--- config.mk ---
export PLATFORM = sky130hd
export DESIGN_NAME = serial_addsub
export DESIGN_NICKNAME = d
export VERILOG_FILES = /design/src/rtl/serial_addsub.sv
export SDC_FILE = /design/constraint.sdc
export NUM_CORES = 1
export LEC_CHECK = 0
export CELL_PAD_IN_SITES_DETAIL_PLACEMENT = 1
export CELL_PAD_IN_SITES_GLOBAL_PLACEMENT = 2
export CORE_MARGIN = 1.5
export CORE_UTILIZATION = 38
export DETAILED_ROUTE_END_ITERATION = 6
export PLACE_DENSITY_LB_ADDON = 0.1
export SLEW_MARGIN = 20
export SYNTH_ARGS = -nofsm -noshare
export SYNTH_HDL_FRONTEND = slang
export SYNTH_SLANG_ARGS = --single-unit
--- constraint.sdc ---
create_clock -name clk -period 4.4 [get_ports clk]
set_input_delay 0.66 -clock clk [delete_from_list [all_inputs] [get_ports clk]]
set_output_delay 0.66 -clock clk [all_outputs]
set_load 0.02 [all_outputs]
--- src/rtl/serial_addsub.sv ---
// Digit-serial add/subtract engine: DIGIT bits per cycle, WIDTH/DIGIT cycles per operation.
// The result registers are written only at completion, so the last result stays visible while the next operation runs.
module serial_addsub #(
    parameter int WIDTH = 32,
    parameter int DIGIT = 1
) (
    input  logic             clk,
    input  logic             rst_n,
    input  logic [WIDTH-1:0] in1,
    input  logic [WIDTH-1:0] in2,
    input  logic             sub,
    input  logic             ld,
    input  logic             st,
    output logic [WIDTH-1:0] sum,
    output logic             cout,
    output logic             ovf,
    output logic             busy,
    output logic             done
);

    // state  | meaning
    // IDLE   | no operands held, waiting for ld
    // LOADED | operands and mode captured, waiting for st
    // RUN    | one digit processed per edge
    // DONE   | result registered and held
    typedef enum logic [1:0] {IDLE, LOADED, RUN, DONE} state_e;

    localparam int N  = WIDTH / DIGIT;
    localparam int CW = $clog2(N + 1);

    state_e           state_q, state_d;
    logic [WIDTH-1:0] a_q, a_d;
    logic [WIDTH-1:0] b_q, b_d;
    logic [WIDTH-1:0] psum_q, psum_d;
    logic [WIDTH-1:0] sum_q, sum_d;
    logic [CW-1:0]    cnt_q, cnt_d;
    logic             carry_q, carry_d;
    logic             a_msb_q, a_msb_d;
    logic             b_msb_q, b_msb_d;
    logic             cout_q, cout_d;
    logic             ovf_q, ovf_d;

    logic [DIGIT:0]   dsum;
    logic [WIDTH-1:0] psum_shift;

    assign dsum = {1'b0, a_q[DIGIT-1:0]} + {1'b0, b_q[DIGIT-1:0]} + {{DIGIT{1'b0}}, carry_q};
    // New digit enters at the top; after N digits the LSB digit has reached bit 0.
    assign psum_shift = (psum_q >> DIGIT) | (WIDTH'(dsum[DIGIT-1:0]) << (WIDTH - DIGIT));

    always_comb begin
        state_d = state_q;
        a_d     = a_q;
        b_d     = b_q;
        psum_d  = psum_q;
        sum_d   = sum_q;
        cnt_d   = cnt_q;
        carry_d = carry_q;
        a_msb_d = a_msb_q;
        b_msb_d = b_msb_q;
        cout_d  = cout_q;
        ovf_d   = ovf_q;

        if (state_q != RUN && ld) begin
            a_d     = in1;
            b_d     = sub ? ~in2 : in2;
            carry_d = sub;
            a_msb_d = in1[WIDTH-1];
            b_msb_d = sub ? ~in2[WIDTH-1] : in2[WIDTH-1];
        end

        case (state_q)
            IDLE, DONE: begin
                if (ld) begin
                    state_d = st ? RUN : LOADED;
                    cnt_d   = '0;
                end
            end
            LOADED: begin
                if (st) begin
                    state_d = RUN;
                    cnt_d   = '0;
                end
            end
            RUN: begin
                a_d     = a_q >> DIGIT;
                b_d     = b_q >> DIGIT;
                carry_d = dsum[DIGIT];
                psum_d  = psum_shift;
                cnt_d   = cnt_q + CW'(1);
                if (cnt_q == CW'(N - 1)) begin
                    sum_d   = psum_shift;
                    cout_d  = dsum[DIGIT];
                    ovf_d   = (a_msb_q == b_msb_q) && (psum_shift[WIDTH-1] != a_msb_q);
                    state_d = DONE;
                end
            end
            default: state_d = IDLE;
        endcase
    end

    always_ff @(posedge clk or negedge rst_n) begin
        if (!rst_n) begin
            state_q <= IDLE;
            a_q     <= '0;
            b_q     <= '0;
            psum_q  <= '0;
            sum_q   <= '0;
            cnt_q   <= '0;
            carry_q <= 1'b0;
            a_msb_q <= 1'b0;
            b_msb_q <= 1'b0;
            cout_q  <= 1'b0;
            ovf_q   <= 1'b0;
        end else begin
            state_q <= state_d;
            a_q     <= a_d;
            b_q     <= b_d;
            psum_q  <= psum_d;
            sum_q   <= sum_d;
            cnt_q   <= cnt_d;
            carry_q <= carry_d;
            a_msb_q <= a_msb_d;
            b_msb_q <= b_msb_d;
            cout_q  <= cout_d;
            ovf_q   <= ovf_d;
        end
    end

    assign sum  = sum_q;
    assign cout = cout_q;
    assign ovf  = ovf_q;
    assign busy = (state_q == RUN);
    assign done = (state_q == DONE);

endmodule

======== Yosys cells after proc, flatten, opt, wreduce, memory -nomap -nowiden ========
Cells that the tools add are included.
word-level totals
  bits in registers ....................... 141
  output and inout bits ................... 36
  logic and storage cells ................. 51
cells by class
  add/subtract/negate cells ............... 3
  eq/ne operators ......................... 10
  multiplexer cells ....................... 16
  bitwise operators ....................... 3
  reductions and logical operators ........ 8
operators by type and width
  operator                                                number
  2-to-1 mux 32 bit                                       5
  inverter 32 bit                                         1
  OR 31 x 32 -> 32 bit                                    1
  one-hot mux 6 bit (3 select lines)                      1
  2-to-1 mux 6 bit                                        2
  2-to-1 mux 2 bit                                        4
  adder 6 x 1 -> 6 bit (second input constant)            1
  == test 6 x 5 -> 1 bit (second input constant)          1
  inequality test 2 bit (second input constant)           3
  one-hot mux 2 bit (3 select lines)                      1
  == test 2 bit (second input constant)                   2
  AND reduction 2 bit                                     2
  2-to-1 mux 1 bit                                        3
  AND reduction 3 bit                                     1
  adder 1 x 1 -> 2 bit                                    1
  adder 2 x 1 -> 2 bit                                    1
  == test 2 x 1 -> 1 bit (second input constant)          1
  logical AND 1 bit                                       2
  zero test 2 bit                                         1
  inequality test 2 x 1 -> 1 bit (second input constant)  1
  nonzero test 2 bit                                      1
  OR reduction 2 bit                                      1
  == test 1 bit                                           1
  inequality test 1 bit                                   1
  inverter 1 bit                                          1

======== Depth between registers and ports, before layout ========
Gate-level depths: netlist (run 1).
  depth after elaboration ................. 5
  depth in mapped cells ................... 8
  mapped depth without buffers ............ 6

======== Worst setup path after synthesis (run 1) ========
Ideal clock, no wire load.
  kind .................................... reg2reg
  start point ............................. register state_q[0]
  end point ............................... register psum_q[10]
  data arrival time ....................... 1.657 ns
  path slack .............................. 2.619 ns
  cell stages (with the launch flop) ...... 7
  path buffers ............................ 3
  clock period less this slack ............ 1.781 ns
  path through ............................ dfrtp_1 inv_1 ha_1 buf_2 buf_2 buf_2 mux2_2
between the ends
  word-level cells in the longest chain between the ends .. 1
ends and longest elaborated chain
  item                    line  text
  from (decl)             31    state_e state_q, state_d;
  from (signal assigned)  115   state_q <= state_d;
  == test 2 bit           n/a
  net busy                17    output logic busy,
  to (signal assigned)    118   psum_q <= psum_d;
  to (decl)               34    logic [WIDTH-1:0] psum_q, psum_d;
The timed path passes the listed nets, and every way through them passes these cells.
A chain may end at the register's enable or synchronous reset.

======== Final worst setup path (run 1) ========
  start point ............................. register state_q[0]
  end point ............................... register psum_q[14]
between the ends
  word-level cells in the longest chain between the ends .. 1
ends and longest elaborated chain
  item           line  text
  == test 2 bit  71    case (state_q)
Every way passes these cells.

==> results of run 1 <==
[critical path, delay by kind of cell (launching register included)]
kind | cells | cell delay [ns]
adders and majority gates | 1 | 0.29
buffers and inverters | 3 | 1.41
DFF | 1 | 0.41
muxes | 1 | 0.41
[cells in the final DEF (no fill, tap or decap), types with 4 or more instances in the layout]
master             n
nand3_1            4
xnor2_1           32
clkdlybuf4s50_1  101
inv_1              5
clkbuf_16         17
nor2_1            36
mux2i_1           34
a21oi_1           32
mux2_4            30
mux2_2            36
dfrtp_1          140
clkbuf_8           5
o21ai_0           69
buf_4              5
nand2_1           74
[final cells by class]
type	instances	area [um^2]	share of cell area (%)
clock inverters	9	85.08	1.053
multi-input cells	367	2629	32.54
clock buffers	23	498.0	6.165
flip-flops and latches	140	3503	43.37
well taps	216	270.3	3.346
inverters	6	22.52	0.2788
repair buffers	109	1070	13.24
[cells in the mapped netlist, types with 2 or more instances]
cell	n
dfrtp_1	140
nand2_1	74
o21ai_0	69
mux2_2	36
nor2_1	36
mux2i_1	34
a21oi_1	32
xnor2_1	32
mux2_4	30
buf_2	18
clkbuf_1	13
inv_1	5
ha_1	4
nand3_1	4
buf_6	3
buf_1	2
[state kept, by name, indices dropped and copies added, names as in the netlist]
signal   count
b_q         32
cnt_q        6
b_msb_q      1
state_q      2
carry_q      1
psum_q      31
cout         1
sum         32
a_msb_q      1
a_q         32
ovf          1
[power breakdown]
group / switching [W] / leakage (nW) / internal (W)
logic: 0.0000846 / 1.50 / 0.0000946
clock network: 0.000543 / 0.282 / 0.000852
registers: 0.00000196 / 1.86 / 0.00129
total: 0.000629 / 3.64 / 0.00224
[per-stage QoR]
stage / hold slack (ns) / util [%] / setup slack, ns / cells
after floorplan: 0.3644 / - / 2.619 / 549
after global placement: 0.4641 / 46.67 / 1.757 / 838
after detailed placement: 0.4736 / 46.67 / 1.640 / 838
after CTS: 0.2620 / 50.30 / 1.673 / 870
after global routing: 0.2843 / 50.30 / 1.401 / 870
final: 0.2390 / 50.30 / 1.682 / 870
[per-layer routing]
metal | global-route usage, % | wire length [um]
met1 | 22.19 | 6364
met2 | 26.50 | 6467
met3 | 4.460 | 490
met4 | 5.370 | 136
met5 | 0 | 0
[path summary, 6_finish.rpt]
check	start	end	slack, ns	cells after the start
max reg2reg	state_q[0]	psum_q[14]	1.68	5
max	state_q[0]	psum_q[14]	1.68	5
min	rst_n	sum[22]	0.24	1
max in group asynchronous	rst_n	b_q[12]	3.14	2
min reg2reg	b_q[4]	b_q[3]	0.48	2
min in group clk	b_q[4]	b_q[3]	0.48	2
[cell families after synthesis]
| group | count (synthesis) | synth area share, % |
|---|---|---|
| flops | 140 | 55.41 |
| xor+xnor | 32 | 4.433 |
| fa+ha+maj | 5 | 1.108 |
| mux | 100 | 18.92 |
| simple gates | 121 | 7.916 |
| buf+inv | 42 | 3.206 |
| compound gates | 109 | 9.005 |
==> summary.txt, run 1 <==
Placement
  – Gp weighted congestion: 0.7079
  – PortBufs: 104
  – Placed instance area: 7495 um^2
  – HPWL Detailed: 8.972 mm

Global route
  – Global-route wire length before repair: 23.14 mm
  – Largest net degree at the start of global routing: 83
  – Total grt overflow: 0
  – Overall Global Routing Usage: 16.66%
  – Vias in the first global route: 4539
  – Initial antenna violation count: 0

Pwr
  – Static Leak: 3.641 nW
  – Power Density: 354.8 nW/um^2
  – Max VDD drop: 232.6 uV
  – Tot Pwr: 0.002866 W

Logic synthesis
  – Netlist Area Pre-Place: 6322 um^2
  – Synth top area cells: dfrtp_1 (55%), mux2_4 (7.1%), mux2_2 (6.4%), o21ai_0 (5.5%), mux2i_1 (5.4%)
  – Post-synthesis sequential area ratio: 55.41%
  – Synth top area share: 55.41%
  – Yosys warnings: 0
  – Mean post-synth cell area: 11.52 um^2
  – Number of synthesized flops with an enable pin: 0
  – #FFs+latches synth: 140
  – Ys async rst share: 100.0%
  – Distinct cells, synth: 33
  – Syn Inst Count: 549
  – Top FF cell, synth: dfrtp_1
  – Dominant cell type by area after synthesis: dfrtp_1
  – Net Count, Synth: 623

Detailed routing
  – Initial drt markers: 143
  – Drt drc: 0
  – Final WL: 13.46 mm
  – Drt wl/cell: 15.47 um
  – DR pass1 iterations: 4
  – Antenna viol nets, final: 0
  – Via count: 4225
  – Vias per cell: 4.856

Run status
  – Outcome: finished clean

STA
  – Peak Freq: 367.9 MHz
  – Final setup viols: 0
  – Worst-margin pin slew: 0.9561 ns
  – Slew margin rel.: 36.17%
  – Post-layout min period: 2.718 ns
  – Slew Limit Fails: 0
  – Endpoints failing hold: 0
  – Period Utilization, post-route: 61.78%
  – RSZ-0062 raised after global routing: no
  – Skew final: 0.004866 ns
  – Setup TNS: 0 ns

Final layout
  – Fill count: 1692
  – Share of cells above drive strength 1: 16.82%
  – P&R area growth vs syn: 27.77%
  – Nets: 715
  – ANT cells: 0
  – Post-route cell area: 8078 um^2

Clock network
  – Clk pin slew, worst setup/hold paths: 0.06 ns
  – # H-tree levels: 4
  – Max Root-Sink Buffers: 2
  – Hold buffer count at CTS: 0
  – Post-CTS Setup Bufs: 0
  – Cts bufs inserted: 17
  – Root buf cell: clkbuf_16
  – Post-CTS sizing: 0
  – Clock latency on the worst-skew pair: 0.42 ns
  – Clock Sinks: 140
  – TritonCTS clock tree: done

Die
  – Die width: 132.0 um
  – Number of I/O pins: 105
  – Row cnt: 46
  – Starting Density: 39.37%
  – Chip height: 132.0 um
  – Core box area: 16060 um^2
  – Die Area: 17420 um^2

Critical path
  – Critical Path RT: 4.70 ns
  – Critical-path cell list: inv_1 -> ha_4 -> buf_4 -> buf_4 -> mux2_2
  – Crit-path max cell delay: 0.68 ns
  – CP endpoint kind: flip-flop
  – CP Launch Type: flip-flop
  – Crit Path Class: reg -> reg
  – Worst path arrival time: 3.02 ns
  – Max FO, Critical Path: 82
  – Crit-path slowest cell: buf_4
  – Critical Path Most Common Cell: buf_4

Worst hold path
  – Worst hold path type: in -> async

Run
  – MaxCap Viol Count: 0
Note: power is estimated with default switching activity, not from simulation.
==> run 2: changes to the inputs <==
--- a/config.mk
+++ b/config.mk
@@ -8,7 +8,7 @@
 export CELL_PAD_IN_SITES_DETAIL_PLACEMENT = 1
 export CELL_PAD_IN_SITES_GLOBAL_PLACEMENT = 2
 export CORE_MARGIN = 1.5
-export CORE_UTILIZATION = 38
+export CORE_UTILIZATION = 35
 export DETAILED_ROUTE_END_ITERATION = 6
 export PLACE_DENSITY_LB_ADDON = 0.1
 export SLEW_MARGIN = 20
==> constraint.sdc (replaced) <==
create_clock -name clk -period 2.7 [get_ports clk]
set_input_delay 0.405 -clock clk [delete_from_list [all_inputs] [get_ports clk]]
set_output_delay 0.405 -clock clk [all_outputs]
set_load 0.02 [all_outputs]
==> summary.txt, run 2 (synthesis results as in run 1) <==
Die
  – Chip height: 137.4 um (was 132.0 um)
  – Die Area: 18880 um^2 (was 17420 um^2)
  – Die width: 137.4 um (was 132.0 um)
  – Starting Density: 36.18% (was 39.37%)
  – Core box area: 17480 um^2 (was 16060 um^2)
  – Row cnt: 48 (was 46)
  – Number of I/O pins: 105 (unchanged)

STA
  – Post-route setup slack: 0.5451 ns (was 1.682 ns)
  – RSZ-0062 raised after global routing: no (unchanged)
  – WHS: 0.4845 ns (was 0.2390 ns)
  – Endpoints failing hold: 0 (unchanged)
  – Period Utilization, post-route: 79.81%
  – Final setup viols: 0 (unchanged)
  – Peak Freq: 464.1 MHz
  – Post-layout min period: 2.155 ns
  – Skew final: 0.01026 ns (was 0.004866 ns)
  – Worst-margin pin slew: 0.9110 ns (was 0.9561 ns)
  – Slew margin rel.: 39.26% (was 36.17%)
  – Slew Limit Fails: 0 (unchanged)
  – Setup TNS: 0 ns (unchanged)

Detailed routing
  – Drt wl/cell: 15.47 um (about the same)
  – Final WL: 13.66 mm (was 13.46 mm)
  – Vias per cell: 4.802 (was 4.856)
  – DR pass1 iterations: 4 (unchanged)
  – Initial drt markers: 112 (was 143)
  – Via count: 4240 (was 4225)
  – Drt drc: 0 (unchanged)
  – Antenna viol nets, final: 0 (unchanged)

Placement
  – Placed instance area: 7541 um^2 (was 7495 um^2)
  – Setup slack at placement: 0.6873 ns (was 1.640 ns)
  – PortBufs: 104 (unchanged)
  – Gp weighted congestion: 0.7346 (was 0.7079)
  – HPWL Detailed: 9.336 mm (was 8.972 mm)
  – Placed cell count: 850 (was 838)

Critical path
  – Reg2reg path depth: 4 (was 5)
  – Worst reg2reg startpoint: state_q[0] (unchanged)
  – CP Launch Type: flip-flop (unchanged)
  – Slack of the worst reg-to-reg path: 0.72 ns (was 1.68 ns)
  – CP endpoint kind: primary output (was flip-flop)
  – Worst path arrival time: 1.75 ns (was 3.02 ns)
  – Critical Path RT: 2.30 ns (was 4.70 ns)
  – Crit Path Class: reg -> out (was reg -> reg)
  – Worst R2R End: psum_q[24] (was psum_q[14])
  – Max FO, Critical Path: 5 (was 82)

Global route
  – Largest net degree at the start of global routing: 97 (was 83)
  – Global-route wire length before repair: 22.91 mm (was 23.14 mm)
  – Total grt overflow: 0 (unchanged)
  – Vias in the first global route: 4614 (was 4539)
  – Initial antenna violation count: 0 (unchanged)
  – Overall Global Routing Usage: 15.82% (was 16.66%)

Final layout
  – Final Non-Filler Cells: 883 (was 870)
  – ANT cells: 0 (unchanged)
  – Commonest non-fill, non-tap cells in the layout: dfrtp_1 (140), clkdlybuf4s50_1 (101), nand2_1 (74), o21ai_0 (69) (unchanged)
  – Post-route cell area: 8128 um^2 (was 8078 um^2)
  – P&R area growth vs syn: 28.56% (was 27.77%)
  – Nets: 719 (was 715)
  – Most common cell after layout, fill and taps aside: dfrtp_1 (unchanged)
  – Share of cells above drive strength 1: 17.33% (was 16.82%)

Clock network
  – Post-CTS Setup Bufs: 0 (unchanged)
  – Hold buffer count at CTS: 1 (was 0)
  – Cts bufs inserted: 17 (unchanged)
  – Post-CTS sizing: 0 (unchanged)
  – Root buf cell: clkbuf_16 (unchanged)
  – Clock latency on the worst-skew pair: 0.42 ns (about the same)
  – Max Root-Sink Buffers: 2 (unchanged)
  – TritonCTS clock tree: done (unchanged)
  – Clock Sinks: 140 (unchanged)
  – Clk pin slew, worst setup/hold paths: 0.06 ns (about the same)
  – # H-tree levels: 4 (unchanged)

Worst hold path
  – Worst hold start: b_q[26]
  – Min-Delay Path Depth: 2
  – WHS Endpoint: b_q[25]
  – Worst hold path type: reg -> reg (was in -> async)

Pwr
  – Power share of the sequential group: 45.0% (was 45.1%)
  – Psw: 0.001120 W (was 0.0006291 W)
  – Internal power: 0.003559 W (was 0.002237 W)
  – Power Density: 575.7 nW/um^2 (was 354.8 nW/um^2)
  – Gate power share: 6.4% (was 6.3%)
  – Switching Fraction: 23.94% (was 21.95%)
  – Part of the power in the clock network: 48.7% (about the same)
  – Static Leak: 3.663 nW (was 3.641 nW)
  – Max VDD drop: 446.1 uV (was 232.6 uV)

Run status
  – Outcome: finished clean (unchanged)

Run
  – MaxCap Viol Count: 0 (unchanged)
## run 2: cell count changes in the layout (fill, tap and decap cells not counted), sizes merged
cell / delta
inv: +7
clkinvlp: -1
dlygate4sd3: +1
clkbuf: -6
buf: +3
## run 2: power by group through the flow
stage                     Clock [W]  Sequential (W)  Combinational [W]
after floorplan                   0         0.00214           0.000130
after global placement            0         0.00214           0.000300
after detailed placement          0         0.00214           0.000305
after CTS                   0.00234         0.00210           0.000307
after global routing        0.00244         0.00210           0.000332
final                       0.00228         0.00210           0.000298
## run 2: how the worst max path moves through the flow
stage,startpoint,to,slack [ns],depth (start not counted)
after global placement,ld,state_q[0],0.76,4
after detailed placement,ld,cnt_q[5],0.69,4
after global routing,state_q[0],busy,0.47,3
after CTS,state_q[0],busy,0.50,3
final,state_q[0],busy,0.55,3
after floorplan,state_q[0],psum_q[10],0.92,6
## run 2: worst max-delay path, cell delays in order (launching register included)
cell,delay [ns]
dfrtp_1,0.42
inv_1,0.11
ha_4,0.18
clkdlybuf4s50_1,0.62
## run 2: cell type report
cell class | count | area [um^2]
flip-flops and latches | 140 | 3503
clock buffers | 17 | 425.4
fillers | 1845 | 9349
multi-input cells | 367 | 2629
well taps | 225 | 281.5
clock inverters | 15 | 151.4
repair buffers | 113 | 1115
inverters | 6 | 22.52
## run 2: routing by layer
layer,vias to the layer above,part of all wire (%),global-route usage (%),routed length (um)
li1,2060,-,-,-
met1,2082,44,19.24,5998
met2,80,51,26.94,6920
met3,18,3.7,4.010,511
met4,0,1.7,6.082,227
met5,-,0,0,0
## run 2: through the flow
stage	power, W	util (%)
3_3_place_gp	0.002443	43.15
2_1_floorplan	0.002272	-
6_report	0.004680	46.51
4_1_cts	0.004755	46.51
3_5_place_dp	0.002447	43.15
5_1_grt	0.004875	46.51
==> run 3: changes to the inputs <==
--- a/config.mk
+++ b/config.mk
@@ -8,7 +8,7 @@
 export CELL_PAD_IN_SITES_DETAIL_PLACEMENT = 1
 export CELL_PAD_IN_SITES_GLOBAL_PLACEMENT = 2
 export CORE_MARGIN = 1.5
-export CORE_UTILIZATION = 35
+export CORE_UTILIZATION = 32
 export DETAILED_ROUTE_END_ITERATION = 6
 export PLACE_DENSITY_LB_ADDON = 0.1
 export SLEW_MARGIN = 20
==> constraint.sdc (replaced) <==
create_clock -name clk -period 1.8 [get_ports clk]
set_input_delay 0.27 -clock clk [delete_from_list [all_inputs] [get_ports clk]]
set_output_delay 0.27 -clock clk [all_outputs]
set_load 0.02 [all_outputs]
==> summary.txt, run 3 (synthesis results as in run 1) <==
Clock network
  – Max Root-Sink Buffers: 2 (unchanged)
  – # H-tree levels: 4 (unchanged)
  – Root buf cell: clkbuf_16 (unchanged)
  – Clk pin slew, worst setup/hold paths: 0.06 ns (about the same)
  – TritonCTS clock tree: done (unchanged)
  – Cts bufs inserted: 17 (unchanged)
  – Clock Sinks: 140 (unchanged)
  – Clock latency on the worst-skew pair: 0.42 ns (about the same)

STA
  – RSZ-0062 raised after global routing: no (unchanged)
  – Post-route setup slack: 0.1031 ns (was 0.5451 ns)
  – Endpoints failing hold: 0 (unchanged)
  – Slew margin rel.: 72.11% (was 39.26%)
  – Worst-margin pin slew: 0.4168 ns (was 0.9110 ns)
  – Final setup viols: 0 (unchanged)
  – WHS: 0.3497 ns (was 0.4845 ns)
  – Setup TNS: 0 ns (unchanged)
  – Skew final: 0.008760 ns (was 0.01026 ns)
  – Post-layout min period: 1.697 ns
  – Period Utilization, post-route: 94.27%
  – Slew Limit Fails: 0 (unchanged)
  – Peak Freq: 589.3 MHz

Detailed routing
  – Drt wl/cell: 14.70 um (was 15.47 um)
  – Via count: 4317 (was 4240)
  – Antenna viol nets, final: 0 (unchanged)
  – Met3 Wirelength: 578 um (was 511 um)
  – Drt drc: 0 (unchanged)
  – Initial drt markers: 124 (was 112)
  – Routed wl met2: 6.345 mm (was 6.920 mm)
  – DR pass1 iterations: 4 (unchanged)
  – Vias per cell: 4.652 (was 4.802)
  – Final WL: 13.65 mm (was 13.66 mm)
  – Routed met1 length: 6.489 mm (was 5.998 mm)
  – Highest Signal Layer: met4 (unchanged)

Global route
  – Initial antenna violation count: 0 (unchanged)
  – Total grt overflow: 0 (unchanged)
  – Vias in the first global route: 4547 (was 4614)
  – Overall Global Routing Usage: 14.35% (was 15.82%)
  – Global-route wire length before repair: 22.96 mm (was 22.91 mm)
  – Largest net degree at the start of global routing: 99 (was 97)

Critical path
  – Top delay family on crit path: buffers and inverters (unchanged)
  – Critical-path cell list: clkdlybuf4s50_1 (was inv_1 -> ha_4 -> clkdlybuf4s50_1)
  – Worst path arrival time: 1.43 ns (was 1.75 ns)
  – Critical Path RT: 1.53 ns (was 2.30 ns)
  – Max FO, Critical Path: 2 (was 5)
  – Crit-path max cell delay: 0.66 ns (was 0.62 ns)
  – Crit-path slowest cell: clkdlybuf4s50_1 (unchanged)
  – Worst path bufs/invs: 1 (was 2)
  – CP Launch Type: flip-flop (unchanged)
  – Crit Path Class: reg -> out (unchanged)
  – CP endpoint kind: primary output (unchanged)

Worst hold path
  – Worst hold path type: in -> async (was reg -> reg)

Placement
  – PortBufs: 104 (unchanged)
  – Gp weighted congestion: 0.6830 (was 0.7346)
  – Placed cell count: 894 (was 850)
  – Setup slack at placement: 0.01306 ns (was 0.6873 ns)
  – HPWL Detailed: 9.144 mm (was 9.336 mm)

Pwr
  – Power share of the sequential group: 42.7% (was 45.0%)
  – Part of the power in the clock network: 51.0% (was 48.7%)
  – Max VDD drop: 522.1 uV (was 446.1 uV)
  – Psw: 0.001555 W (was 0.001120 W)
  – Internal power: 0.005836 W (was 0.003559 W)
  – Static Leak: 3.758 nW (was 3.663 nW)
  – Power Density: 884.0 nW/um^2 (was 575.7 nW/um^2)
  – Switching Fraction: 21.03% (was 23.94%)
  – Gate power share: 6.3% (was 6.4%)

Final layout
  – Nets: 724 (was 719)
  – Share of cells above drive strength 1: 17.80% (was 17.33%)
  – Fill count: 2139 (was 1845)
  – Most common cell after layout, fill and taps aside: dfrtp_1 (unchanged)
  – P&R area growth vs syn: 32.24% (was 28.56%)
  – Commonest non-fill, non-tap cells in the layout: dfrtp_1 (140), clkdlybuf4s50_1 (99), nand2_1 (74), o21ai_0 (69) (was dfrtp_1 (140), clkdlybuf4s50_1 (101), nand2_1 (74), o21ai_0 (69))
  – Final Non-Filler Cells: 928 (was 883)
  – ANT cells: 0 (unchanged)

Die
  – Chip height: 143.6 um (was 137.4 um)
  – Number of I/O pins: 105 (unchanged)
  – Row cnt: 51 (was 48)
  – Starting Density: 32.59% (was 36.18%)
  – Die width: 143.6 um (was 137.4 um)
  – Die Area: 20610 um^2 (was 18880 um^2)
  – Core box area: 19400 um^2 (was 17480 um^2)

Run status
  – Outcome: finished clean (unchanged)

Run
  – MaxCap Viol Count: 0 (unchanged)
==> run 3: cell types whose count changed in the layout (fill, tap and decap cells not counted), sizes merged <==
cell / change
clkdlybuf4s50: -2
clkbuf: +6
bufinv: +3
buf: +5
dlygate4sd2: +1
inv: -8
==> run 3: layout make-up <==
| type | count | area (um^2) | area share, % |
|---|---|---|---|
| clock buffer | 22 | 474.2 | 5.672 |
| sequential | 140 | 3503 | 41.90 |
| clock inverter | 10 | 162.7 | 1.946 |
| multi-input combinational | 367 | 2629 | 31.44 |
| inverter | 6 | 22.52 | 0.2694 |
| tap | 265 | 331.6 | 3.966 |
| timing repair buffer | 118 | 1237 | 14.80 |
==> run 3: timing repair <==
| action | in CTS | in global routing |
|---|---|---|
| hold buffers | 1 | 0 |
| hold endpoints to repair | 40 | 0 |
| setup endpoints to repair | 2 | 18 |
| buffers inserted | 0 | 1 |
| resized for setup | 3 | 2 |
| pin swaps | 0 | 1 |
==> run 3: per-stage QoR <==
step | instance area [um^2] | util [%] | total power, W
finish | 8361 | 43.10 | 0.007391
global route | 8361 | 43.10 | 0.007671
CTS | 8354 | 43.07 | 0.007526
detailed placement | 7709 | 39.74 | 0.003692
global placement | 7709 | 39.74 | 0.003686
floorplan | 6322 | - | 0.003408
==> run 3: final timing paths <==
check / startpoint / endpoint / slack (ns) / cells past startpoint
hold reg to reg: a_q[25] / a_q[24] / 0.48 / 2
min in group clk: ld / b_q[31] / 0.40 / 4
setup / recovery: ovf / ovf / 0.10 / 1
max in group asynchronous: rst_n / a_q[3] / 0.82 / 3
setup reg to reg: cnt_q[0] / sum[22] / 0.11 / 6
hold / removal: rst_n / sum[19] / 0.35 / 2
==> run 3: routing by layer <==
metal / up-vias / GRT usage [%]
li1: 2080 / -
met1: 2139 / 19.12
met2: 82 / 22.34
met3: 16 / 3.466
met4: 0 / 5.961
met5: - / 0
==> run 3: worst register-to-register path, stage by stage (launching register included) <==
cell and delay, ns:
dfrtp_1 0.38, ha_1 0.21, nand3_2 0.12, nor3b_4 0.26, nand2_4 0.10, buf_6 0.19
mux2_4 0.32
==> run 3: power groups by stage <==
stage,Clock (W),Sequential (W),Combinational [W]
3_3_place_gp,0,0.00321,0.000473
4_1_cts,0.00389,0.00316,0.000482
6_report,0.00377,0.00316,0.000468
5_1_grt,0.00400,0.00316,0.000519
3_5_place_dp,0,0.00321,0.000479
2_1_floorplan,0,0.00321,0.000195
